`config.mk`:
```
export PLATFORM = sky130hd
export DESIGN_NAME = leaf_user_arbiter_flat
export DESIGN_NICKNAME = d
export VERILOG_FILES = /design/src/rtl/leaf_arb_pkg.sv /design/src/rtl/leaf_user_arbiter_if.sv /design/src/rtl/leaf_skid_fifo.sv /design/src/rtl/leaf_user_arbiter.sv /design/src/flat_wrapper.sv
export SDC_FILE = /design/constraint.sdc
export NUM_CORES = 1
export LEC_CHECK = 0
export CAP_MARGIN = 30
export CORE_UTILIZATION = 44
export CTS_CLUSTER_SIZE = 12
export DETAILED_ROUTE_END_ITERATION = 10
export DONT_BUFFER_PORTS = 1
export PLACE_DENSITY_LB_ADDON = 0.12
export SYNTH_ARGS = -nofsm -noshare
export SYNTH_HDL_FRONTEND = slang
export SYNTH_SLANG_ARGS = --single-unit
```
`constraint.sdc`:
```
create_clock -name clk_user -period 3.1 [get_ports clk_user]
set_clock_uncertainty 0.2 [all_clocks]
set_input_delay 0.465 -clock clk_user [delete_from_list [all_inputs] [get_ports clk_user]]
set_output_delay 0.465 -clock clk_user [all_outputs]
set_load 0.1 [all_outputs]
```
`src/rtl/leaf_arb_pkg.sv`:
```
// leaf_arb_pkg: constants and helpers shared by the leaf user arbiter and the leaf wrappers.
package leaf_arb_pkg;
  localparam int SKID_DEPTH        = 2;
  localparam int DEF_PAYLOAD_BITS  = 32;
  localparam int DEF_NUM_PORT_BITS = 4;
  function automatic int clog2_f(input int v);
    int r;
    r = 0;
    for (int i = 0; i < 31; i++) if ((1 << i) < v) r = i + 1;
    return r;
  endfunction
endpackage

```
`src/rtl/leaf_user_arbiter_if.sv`:
```
// leaf_user_arbiter_if: user-stream ingress and merged-stream egress bundle of the leaf user arbiter.
//   din_user/vld_user/ack_arb2user : NUM_PORTS user streams (port i at din_user[i*PAYLOAD_BITS +: PAYLOAD_BITS])
//   dout_arb/dout_port/vld_arb/ack_interface2arb : merged stream tagged with its source port
//   master : producers and interface sink; slave : the arbiter
interface leaf_user_arbiter_if
  import leaf_arb_pkg::*;
#(
  parameter int NUM_PORTS     = 4,
  parameter int PAYLOAD_BITS  = DEF_PAYLOAD_BITS,
  parameter int NUM_PORT_BITS = DEF_NUM_PORT_BITS
);
  logic [NUM_PORTS*PAYLOAD_BITS-1:0] din_user;
  logic [NUM_PORTS-1:0]              vld_user;
  logic [NUM_PORTS-1:0]              ack_arb2user;
  logic [PAYLOAD_BITS-1:0]           dout_arb;
  logic [NUM_PORT_BITS-1:0]          dout_port;
  logic                              vld_arb;
  logic                              ack_interface2arb;
  modport master (
    output din_user, vld_user, ack_interface2arb,
    input  ack_arb2user, dout_arb, dout_port, vld_arb
  );
  modport slave (
    input  din_user, vld_user, ack_interface2arb,
    output ack_arb2user, dout_arb, dout_port, vld_arb
  );
endinterface

```
`src/rtl/leaf_skid_fifo.sv`:
```
// leaf_skid_fifo: 2-entry skid FIFO with vld/ack on both sides.
//   clk_i, rst_ni (sync, active-low); in_data_i/in_vld_i/in_ack_o ingress; out_data_o/out_vld_o/out_ack_i egress
module leaf_skid_fifo
  import leaf_arb_pkg::*;
#(
  parameter int PAYLOAD_BITS = DEF_PAYLOAD_BITS
) (
  input  logic                    clk_i,
  input  logic                    rst_ni,
  input  logic [PAYLOAD_BITS-1:0] in_data_i,
  input  logic                    in_vld_i,
  output logic                    in_ack_o,
  output logic [PAYLOAD_BITS-1:0] out_data_o,
  output logic                    out_vld_o,
  input  logic                    out_ack_i
);
  logic [PAYLOAD_BITS-1:0] mem_q [SKID_DEPTH];
  logic                    wr_q, rd_q, push, pop;
  logic [1:0]              cnt_q, cnt_d;
  // ack comes from the registered count only, so a pop from a full FIFO re-opens ingress one cycle later
  assign in_ack_o   = rst_ni && cnt_q != 2'(SKID_DEPTH);
  assign out_vld_o  = cnt_q != 2'd0;
  assign out_data_o = mem_q[rd_q];
  assign push       = in_vld_i && in_ack_o;
  assign pop        = out_vld_o && out_ack_i;
  assign cnt_d      = cnt_q + 2'(push) - 2'(pop);
  always_ff @(posedge clk_i) begin
    if (!rst_ni) begin
      cnt_q <= '0;
      wr_q  <= 1'b0;
      rd_q  <= 1'b0;
    end else begin
      if (push) mem_q[wr_q] <= in_data_i;
      wr_q  <= wr_q ^ push;
      rd_q  <= rd_q ^ pop;
      cnt_q <= cnt_d;
    end
  end
endmodule

```
`src/rtl/leaf_user_arbiter.sv`:
```
// leaf_user_arbiter: round-robin N-to-1 merge of HLS user streams into one tagged leaf-interface stream.
//   clk_user : clock, all logic on rising edge
//   reset    : synchronous active-low reset
//   bus      : leaf_user_arbiter_if.slave (user streams in, merged stream + source port tag out)
//   Optional LEAF_ARB_LOCK_EN: keep granting the last port while it has data, up to BURST_LEN beats.
module leaf_user_arbiter
  import leaf_arb_pkg::*;
#(
  parameter int NUM_PORTS     = 4,
  parameter int PAYLOAD_BITS  = DEF_PAYLOAD_BITS,
  parameter int NUM_PORT_BITS = DEF_NUM_PORT_BITS,
  parameter int BURST_LEN     = 4
) (
  input logic                clk_user,
  input logic                reset,
  leaf_user_arbiter_if.slave bus
);
  localparam int IW = NUM_PORTS > 1 ? $clog2(NUM_PORTS) : 1;
  if (NUM_PORTS < 1 || NUM_PORTS > 16) begin : g_bad_ports
    $error("NUM_PORTS must be 1..16");
  end
  if (NUM_PORT_BITS < 1 || NUM_PORT_BITS < clog2_f(NUM_PORTS)) begin : g_bad_tag
    $error("NUM_PORT_BITS too narrow for NUM_PORTS");
  end
  if (BURST_LEN < 1) begin : g_bad_burst
    $error("BURST_LEN must be >= 1");
  end
  logic [NUM_PORTS-1:0]     f_vld, ack, pop;
  logic [PAYLOAD_BITS-1:0]  f_data [NUM_PORTS];
  logic                     vld_q, vld_d, can_load, load, gnt_vld;
  logic [PAYLOAD_BITS-1:0]  data_q, data_d, gnt_data;
  logic [NUM_PORT_BITS-1:0] port_q, port_d;
  logic [IW-1:0]            ptr_q, ptr_d, gnt_idx, scan;
  logic [IW:0]              sum;
  genvar i;
  for (i = 0; i < NUM_PORTS; i++) begin : g_fifo
    leaf_skid_fifo #(.PAYLOAD_BITS(PAYLOAD_BITS)) u_fifo (
      .clk_i     (clk_user),
      .rst_ni    (reset),
      .in_data_i (bus.din_user[i*PAYLOAD_BITS +: PAYLOAD_BITS]),
      .in_vld_i  (bus.vld_user[i]),
      .in_ack_o  (ack[i]),
      .out_data_o(f_data[i]),
      .out_vld_o (f_vld[i]),
      .out_ack_i (pop[i])
    );
  end
`ifdef LEAF_ARB_LOCK_EN
  localparam int BW = BURST_LEN > 1 ? $clog2(BURST_LEN) : 1;
  logic [BW-1:0] burst_q, burst_d;
  logic          lock_q, lock_d, ext;
`endif
  always_comb begin
    can_load = !vld_q || bus.ack_interface2arb;
    gnt_vld  = 1'b0;
    gnt_idx  = '0;
    gnt_data = '0;
    sum      = '0;
    scan     = '0;
    // scan downward so the nearest non-empty port after the pointer is the last one written
    for (int k = NUM_PORTS; k >= 1; k--) begin
      sum  = {1'b0, ptr_q} + (IW+1)'(k);
      scan = sum >= (IW+1)'(NUM_PORTS) ? IW'(sum - (IW+1)'(NUM_PORTS)) : IW'(sum);
      if (f_vld[scan]) begin
        gnt_vld  = 1'b1;
        gnt_idx  = scan;
        gnt_data = f_data[scan];
      end
    end
`ifdef LEAF_ARB_LOCK_EN
    // ptr_q is the last granted port once lock_q is set; extend its burst while it still has data
    ext = lock_q && f_vld[ptr_q] && burst_q != BW'(BURST_LEN - 1);
    if (ext) begin
      gnt_vld  = 1'b1;
      gnt_idx  = ptr_q;
      gnt_data = f_data[ptr_q];
    end
`endif
    load   = can_load && gnt_vld;
    pop    = load ? (NUM_PORTS'(1) << gnt_idx) : '0;
    vld_d  = can_load ? gnt_vld : vld_q;
    data_d = load ? gnt_data : data_q;
    port_d = load ? NUM_PORT_BITS'(gnt_idx) : port_q;
    ptr_d  = load ? gnt_idx : ptr_q;
`ifdef LEAF_ARB_LOCK_EN
    burst_d = load ? (ext ? burst_q + BW'(1) : '0) : burst_q;
    lock_d  = lock_q || load;
`endif
  end
  always_ff @(posedge clk_user) begin
    if (!reset) begin
      vld_q  <= 1'b0;
      data_q <= '0;
      port_q <= '0;
      ptr_q  <= IW'(NUM_PORTS - 1);
    end else begin
      vld_q  <= vld_d;
      data_q <= data_d;
      port_q <= port_d;
      ptr_q  <= ptr_d;
    end
  end
`ifdef LEAF_ARB_LOCK_EN
  always_ff @(posedge clk_user) begin
    if (!reset) begin
      burst_q <= '0;
      lock_q  <= 1'b0;
    end else begin
      burst_q <= burst_d;
      lock_q  <= lock_d;
    end
  end
`endif
  assign bus.ack_arb2user = ack;
  assign bus.dout_arb     = data_q;
  assign bus.dout_port    = port_q;
  assign bus.vld_arb      = vld_q;
endmodule

```
`src/flat_wrapper.sv`:
```
// flat-port wrapper written by rule: the top's interface ports become plain ports
module leaf_user_arbiter_flat import leaf_arb_pkg::*;
#(
  parameter int NUM_PORTS     = 4,
  parameter int PAYLOAD_BITS  = DEF_PAYLOAD_BITS,
  parameter int NUM_PORT_BITS = DEF_NUM_PORT_BITS,
  parameter int BURST_LEN     = 4
)
  (clk_user, reset, bus_din_user, bus_vld_user, bus_ack_interface2arb, bus_ack_arb2user, bus_dout_arb, bus_dout_port, bus_vld_arb);
  leaf_user_arbiter_if #(.NUM_PORTS(NUM_PORTS), .PAYLOAD_BITS(PAYLOAD_BITS), .NUM_PORT_BITS(NUM_PORT_BITS)) bus_i ();
  input logic clk_user;
  input logic reset;
  input wire logic [$bits(bus_i.din_user)-1:0] bus_din_user;
  input wire logic [$bits(bus_i.vld_user)-1:0] bus_vld_user;
  input wire logic [$bits(bus_i.ack_interface2arb)-1:0] bus_ack_interface2arb;
  output wire logic [$bits(bus_i.ack_arb2user)-1:0] bus_ack_arb2user;
  output wire logic [$bits(bus_i.dout_arb)-1:0] bus_dout_arb;
  output wire logic [$bits(bus_i.dout_port)-1:0] bus_dout_port;
  output wire logic [$bits(bus_i.vld_arb)-1:0] bus_vld_arb;
  assign bus_i.din_user = bus_din_user;
  assign bus_i.vld_user = bus_vld_user;
  assign bus_i.ack_interface2arb = bus_ack_interface2arb;
  assign bus_ack_arb2user = bus_i.ack_arb2user;
  assign bus_dout_arb = bus_i.dout_arb;
  assign bus_dout_port = bus_i.dout_port;
  assign bus_vld_arb = bus_i.vld_arb;
  leaf_user_arbiter #(.NUM_PORTS(NUM_PORTS), .PAYLOAD_BITS(PAYLOAD_BITS), .NUM_PORT_BITS(NUM_PORT_BITS), .BURST_LEN(BURST_LEN)) u_core (.clk_user(clk_user), .reset(reset), .bus(bus_i));
endmodule
```
==> out/qor.log <==
qor: route.number_of_remaining_drc_errors 0
qor: pwr.power_frac_comb 47.1%
qor: global_routing.grt_pass1_wl 66.55 mm
qor: logic_synthesis.gate_count_of_the_mapped_netlist 1310
qor: worst_setup_path.critPathMaxFanout 35
qor: sta.tns 0 ns
qor: placement.placed_cell_area 16250 sq um
qor: global_routing.globalRouteOverflowTotal 0
qor: logic_synthesis.yosys.area.top_type_share 50.37%
qor: route.routed_wire_length_per_instance 22.46 microns
qor: pwr.netSwitchingPower 7958 uW
qor: final_layout.postLayoutCellArea 18700 sq um
qor: sta.timing_hold_violations_final 0
qor: pwr.ir_worst_vdd 0.5206 mV
qor: route.final_antenna_net_count 0
qor: worst_setup_path.cell_class_contributing_the_biggest_share_of_worst_path_delay compound AO/OA/AOI/OAI gates
qor: sta.finalSetupViolCount 0
qor: worst_setup_path.cp_slowest_stage_delay 0.62 ns
qor: logic_synthesis.post-synth-top-count-cell edfxtp_1
qor: run.timing.max_cap.violations 0
qor: worst_setup_path.cp_cell_sequence nand2_1 > o22ai_1 > nor2_1 > o32ai_1 > a2111oi_0 > buf_4 > nor2_1
qor: logic_synthesis.yosys_warnings 0
qor: floorplan.initial_core_util 45.06%
qor: global_routing.grt_start_max_net_pins 94
qor: route.wirelength 43.84 mm
qor: cts.cts_inserted_buffers 35
qor: final_layout.layout-drive-gt1-share 14.30%
qor: logic_synthesis.synth-seq-cells 313
qor: worst_setup_path.cp_slowest_cell a2111oi_0
qor: floorplan.die_h 188.2 microns
qor: worst_setup_path.critPathBufInv 1
qor: sta.finalWorstPathRequiredPeriod 2.941 ns
qor: sta.rsz_0062_raised_after_global_routing no
qor: worst_setup_path.dominant_cell_type_by_count_on_the_critical_path nor2_1
qor: cts.clkLatencyLatePin 0.52 ns
qor: global_routing.groute.usage.overall 24.65%
qor: sta.timing.final.max_slew_violations 0
qor: logic_synthesis.synth-edff-count 256
qor: cts.clock_root_buffer clkbuf_16
qor: pwr.static-leakage-power 0.006558 uW
qor: sta.maxSlewHeadroom 30.22%
qor: logic_synthesis.ys_types 69
qor: placement.numPortBuffers 0
qor: pwr.power_frac_seq 31.8%
qor: route.first_pass_iters 7
qor: global_routing.vias_in_the_first_global_route 11007
qor: cts.reg_clk_slew_reported_paths 0.06 ns
qor: sta.fin_ws 0.1588 ns
qor: floorplan.top_level_port_count 176
qor: placement.post-place-ws 0.3040 ns
qor: route.via_per_inst 5.773
qor: route.drt-initial-drc-count 1013
qor: worst_setup_path.arrival 3.15 ns
qor: worst_setup_path.worstPathRequired 3.31 ns
qor: cts.cts_max_path_buffers 3
qor: placement.gp_routability_congestion 0.8854
qor: pwr.clkPwrFrac 21.1%
qor: global_routing.antenna_violations_before_repair 1
qor: floorplan.coreArea 33870 sq um
qor: logic_synthesis.synth.largest_area_cell edfxtp_1
qor: placement.hpwl_after_dpl 29.73 mm
qor: floorplan.die_w 188.2 microns
qor: worst_setup_path.cp-end-kind flip-flop
qor: worst_setup_path.worst_setup_path_start_kind flip-flop
qor: cts.cts.sink_count 313
qor: pwr.switching_share 42.81%
qor: final_layout.final_net_count 1622
qor: cts.post_cts.resized_instances 0
qor: sta.timing.fmax 340.0 MHz
qor: cts.h_tree_level_count 2
qor: sta.finalCritPeriodShare 94.88%
qor: final_layout.syn_to_final_growth 22.51%
qor: logic_synthesis.yosys-top-cells-area edfxtp_1, mux2i_1, dfxtp_1
qor: logic_synthesis.synth-seq-area-share 57.85%
qor: floorplan.placement_rows 67
qor: min_path.timing.hold.worst.class in -> reg
qor: cts.cts_tree built
qor: logic_synthesis.post_synth.cell_area_avg 11.65 sq um
qor: outcome.run_status complete, no violations
qor: pwr.power_density 994.3 nW/um^2
qor: pwr.cell_internal_pwr 10630 uW
qor: floorplan.die-area 35430 sq um
qor: sta.slew_at_the_pin_closest_to_its_max_slew_limit 1.045 ns
qor: logic_synthesis.share_of_flip_flops_with_an_asynchronous_set_or_reset 0%
qor: logic_synthesis.netlist_top_cells_count edfxtp_1, mux2i_1, nand2_1, a21oi_1, o21ai_0
qor: logic_synthesis.syn-cell-area 15260 sq um
qor: worst_setup_path.category_of_the_most_critical_setup_path reg -> reg
qor: logic_synthesis.postSynth.topFlopCell edfxtp_1
qor: route.num_vias 11268
metrics by stage:
stage / cells / hold slack [ns] / power (uW) / utilization, %
after floorplan: 1311 / 0.3420 / 11810 / -
after global placement: 1754 / 0.3202 / 14350 / 47.88
after detailed placement: 1756 / 0.3388 / 14420 / 47.98
after CTS: 1946 / 0.07798 / 18550 / 55.00
after global routing: 1952 / 0.09673 / 19610 / 55.20
final: 1952 / 0.08722 / 18590 / 55.20
power by group through the flow:
stage,Combinational (uW),Sequential (uW),Clock [uW]
3_5_place_dp,8350,6070,0
4_1_cts,8550,5990,4010
5_1_grt,9460,5960,4190
3_3_place_gp,8250,6090,0
6_report,8760,5910,3930
2_1_floorplan,5310,6500,0
layer usage:
metal	GRT usage, %	routed length, microns
met5	0	0
met2	38.32	19960
met1	35.50	19960
met3	4.191	2934
met4	6.817	979
state kept, by name, indices dropped and copies added (netlist names), named ones only:
name / cells
u_core.bus.dout_arb: 32
u_core.bus.dout_port: 2
u_core.bus.vld_arb: 1
u_core.g_fifo.u_fifo.cnt_q: 8
u_core.g_fifo.u_fifo.mem_q: 256
u_core.g_fifo.u_fifo.rd_q: 4
u_core.g_fifo.u_fifo.wr_q: 4
u_core.ptr_q: 2
final cells by class:
type / instances / area, sq um
fill: 2939 / 15170
timing repair buffer: 229 / 2192
sequential: 313 / 8841
clock buffer: 48 / 944.7
clock inverter: 13 / 125.1
multi-input combinational: 885 / 5972
antenna: 1 / 2.502
tap: 448 / 560.5
inverter: 15 / 57.56
timing repair:
action / 4_1_cts / 5_1_grt
hold buffers: 129 / 0
hold endpoints to repair: 313 / 0
setup buffers: 0 / 0
logic make-up after synthesis:
family | count (synthesis) | share of synthesized area [%]
AOI/OAI and AO/OA | 362 | 14.46
DFF | 313 | 57.85
and+or+nand+nor | 295 | 8.683
muxes | 206 | 14.14
buffers and inverters | 113 | 3.493
xor gates and xnor gates | 12 | 0.6887
adders and majority gates | 8 | 0.6559
other | 1 | 0.02457
final timing paths:
kind | from | end | slack (ns) | cells after the start
worst min-delay path | reset | u_core.ptr_q[0]$_SDFFE_PN1N_ | 0.09 | 2
worst min register to register | u_core.bus.dout_arb[11]$_SDFFE_PN0N_ | u_core.bus.dout_arb[11]$_SDFFE_PN0N_ | 0.35 | 2
worst max-delay path | u_core.ptr_q[1]$_SDFFE_PN1N_ | u_core.bus.dout_arb[11]$_SDFFE_PN0N_ | 0.16 | 7
worst max register to register | u_core.ptr_q[1]$_SDFFE_PN1N_ | u_core.bus.dout_arb[11]$_SDFFE_PN0N_ | 0.16 | 7
cell usage in the layout, fill, tap and decap left out, types with 5 or more instances in the layout:
master | netlist | layout
a22oi_1 | 10 | 10
o22a_1 | 5 | 5
a221oi_1 | 6 | 6
nor2_1 | 79 | 75
nor4_1 | 6 | 6
a32o_1 | 9 | 9
o221ai_1 | 6 | 6
o21ai_1 | 15 | 15
dfxtp_1 | 57 | 51
a21oi_1 | 103 | 103
buf_4 | 8 | 86
clkbuf_16 | 0 | 35
nor3_1 | 16 | 16
dlygate4sd3_1 | 0 | 128
nand3_1 | 14 | 14
mux2_2 | 37 | 37
buf_12 | 0 | 7
inv_1 | 14 | 13
xnor2_1 | 8 | 8
or2_1 | 6 | 6
clkbuf_1 | 39 | 14
and2_1 | 25 | 25
o22ai_1 | 24 | 24
a21boi_2 | 0 | 5
o211ai_1 | 7 | 7
ha_1 | 8 | 8
o21ai_0 | 94 | 94
nand2_1 | 123 | 123
edfxtp_1 | 256 | 256
a31oi_1 | 31 | 30
mux2i_1 | 165 | 165
clkinv_1 | 1 | 8
a211oi_1 | 7 | 7
Note: power is estimated with default switching activity, not from simulation.
==> variant, RTL diff (config.mk and constraints unchanged) <==
Set the package constant `DEF_NUM_PORT_BITS` to 5 (it was 4).
--- a/src/rtl/leaf_arb_pkg.sv
+++ b/src/rtl/leaf_arb_pkg.sv
@@ -2,7 +2,7 @@
 package leaf_arb_pkg;
   localparam int SKID_DEPTH        = 2;
   localparam int DEF_PAYLOAD_BITS  = 32;
-  localparam int DEF_NUM_PORT_BITS = 4;
+  localparam int DEF_NUM_PORT_BITS = 5;
   function automatic int clog2_f(input int v);
     int r;
     r = 0;
Ports: changed (resized bus_dout_port); port bits go from 176 to 177. No check against the original RTL was run, so the function may have changed too.
==> variant against the unedited design <==
Synthesized cell count about the same; worst setup slack better by 0.13 ns; area after synthesis hardly changed; design area rose by 0.39%; non-clock buffer count stayed put; sequential share of layout area down 0.18 points; total power hardly changed; combinational power is 1% higher; wire length is 0.72% higher; sequential cell count unchanged; highest routed layer unchanged.
==> variant: results (changes against the unedited design) <==
** Status
- The run finished with clean final reports.

** Route
- The starting DRC count in detailed routing came to 876 (-14%).
- The final wirelength is 44200 um (+0.72%).
- Total via count after detailed routing :: 11169 (-0.88%)

** Place
- Post-detail-place hpwl :: 30200 um (+1.5%)
- The number of placed cells counting well taps was 1759 (+0.17%).
- Weighted congestion reported at the end of routability-driven placement :: 0.908 (+2.5%)

** Critical path
- Critical path's slowest cell :: dfxtp_1
- The critical path data arrival time is 3.03 ns (-0.12 ns).
- Critical Path End :: u_core.g_fifo[0].u_fifo.cnt_q[1]
- Crit-path max FO :: 8 (-77%)
- The largest stage delay on the critical path came to 0.50 ns (-0.12 ns).
- The count of cells along the worst register-to-register path came to 10 (+3).
- Worst Setup SP :: u_core.g_fifo[1].u_fifo.cnt_q[1]
- The kind of cell with the highest combined delay along the critical path is simple AND/OR/NAND/NOR gates.

** Pwr
- The worst-case vdd ir drop is 0.574 mV (+10%).

** Cells and area
- Number of antenna repair diodes :: 2 (+1)
- The total of fill cells in the finished design is 2905 (-1.2%).
- The number of nets in the layout is 1623 (+0.062%).
- Final core utilization :: 0.554 (+0.00214)
- The area of the multi-input gates came to 0.00598 mm2 (about the same).
- The multi-input combinational cell count was 886 (+0.11%).

** STA
- Final-layout worst hold slack :: 0.0936 ns (+0.00634 ns)
- The worst-case headroom to the max-slew limit was 0.302 (-0.000468).
- The setup slack after layout is 0.284 ns (+0.126 ns).

** Global route
- The aggregate global-route resource usage is 0.248 (+0.00197).

** Logic synthesis
- Ranked by total cell area, the synthesized netlist is headed by edfxtp_1, mux2i_1, dfxtp_1.
- The average instance area after synthesis came to 11.6 um2 (about the same).
variant: cells by family after synthesis:
group,after synthesis,synth area share
and+or+nand+nor,295,0.0868
adders and majority gates,8,0.00656
AOI/OAI and AO/OA,362,0.145
other,1,0.000246
muxes,206,0.141
xor gates and xnor gates,12,0.00688
buffers and inverters,114,0.0354
DFF,313,0.578
variant: power by group through the flow:
stage	Sequential, mW	Combinational (mW)	Clock, mW
6_report	5.83	8.85	3.93
5_1_grt	5.88	9.52	4.17
4_1_cts	5.86	8.73	4.01
3_5_place_dp	5.95	8.53	0
3_3_place_gp	6.14	8.09	0
2_1_floorplan	6.50	5.32	0
variant: timing repair:
item                                    in CTS  in global routing
hold endpoints to repair                   313                  0
hold buffers                               129                  0
endpoints found under the setup margin       0                  0
variant: per-layer routing:
metal	up-vias	global-route usage	share of wire
li1	5295	-	-
met1	5389	0.351	0.46
met2	417	0.381	0.45
met3	68	0.0482	0.069
met4	0	0.0857	0.029
met5	-	0	0
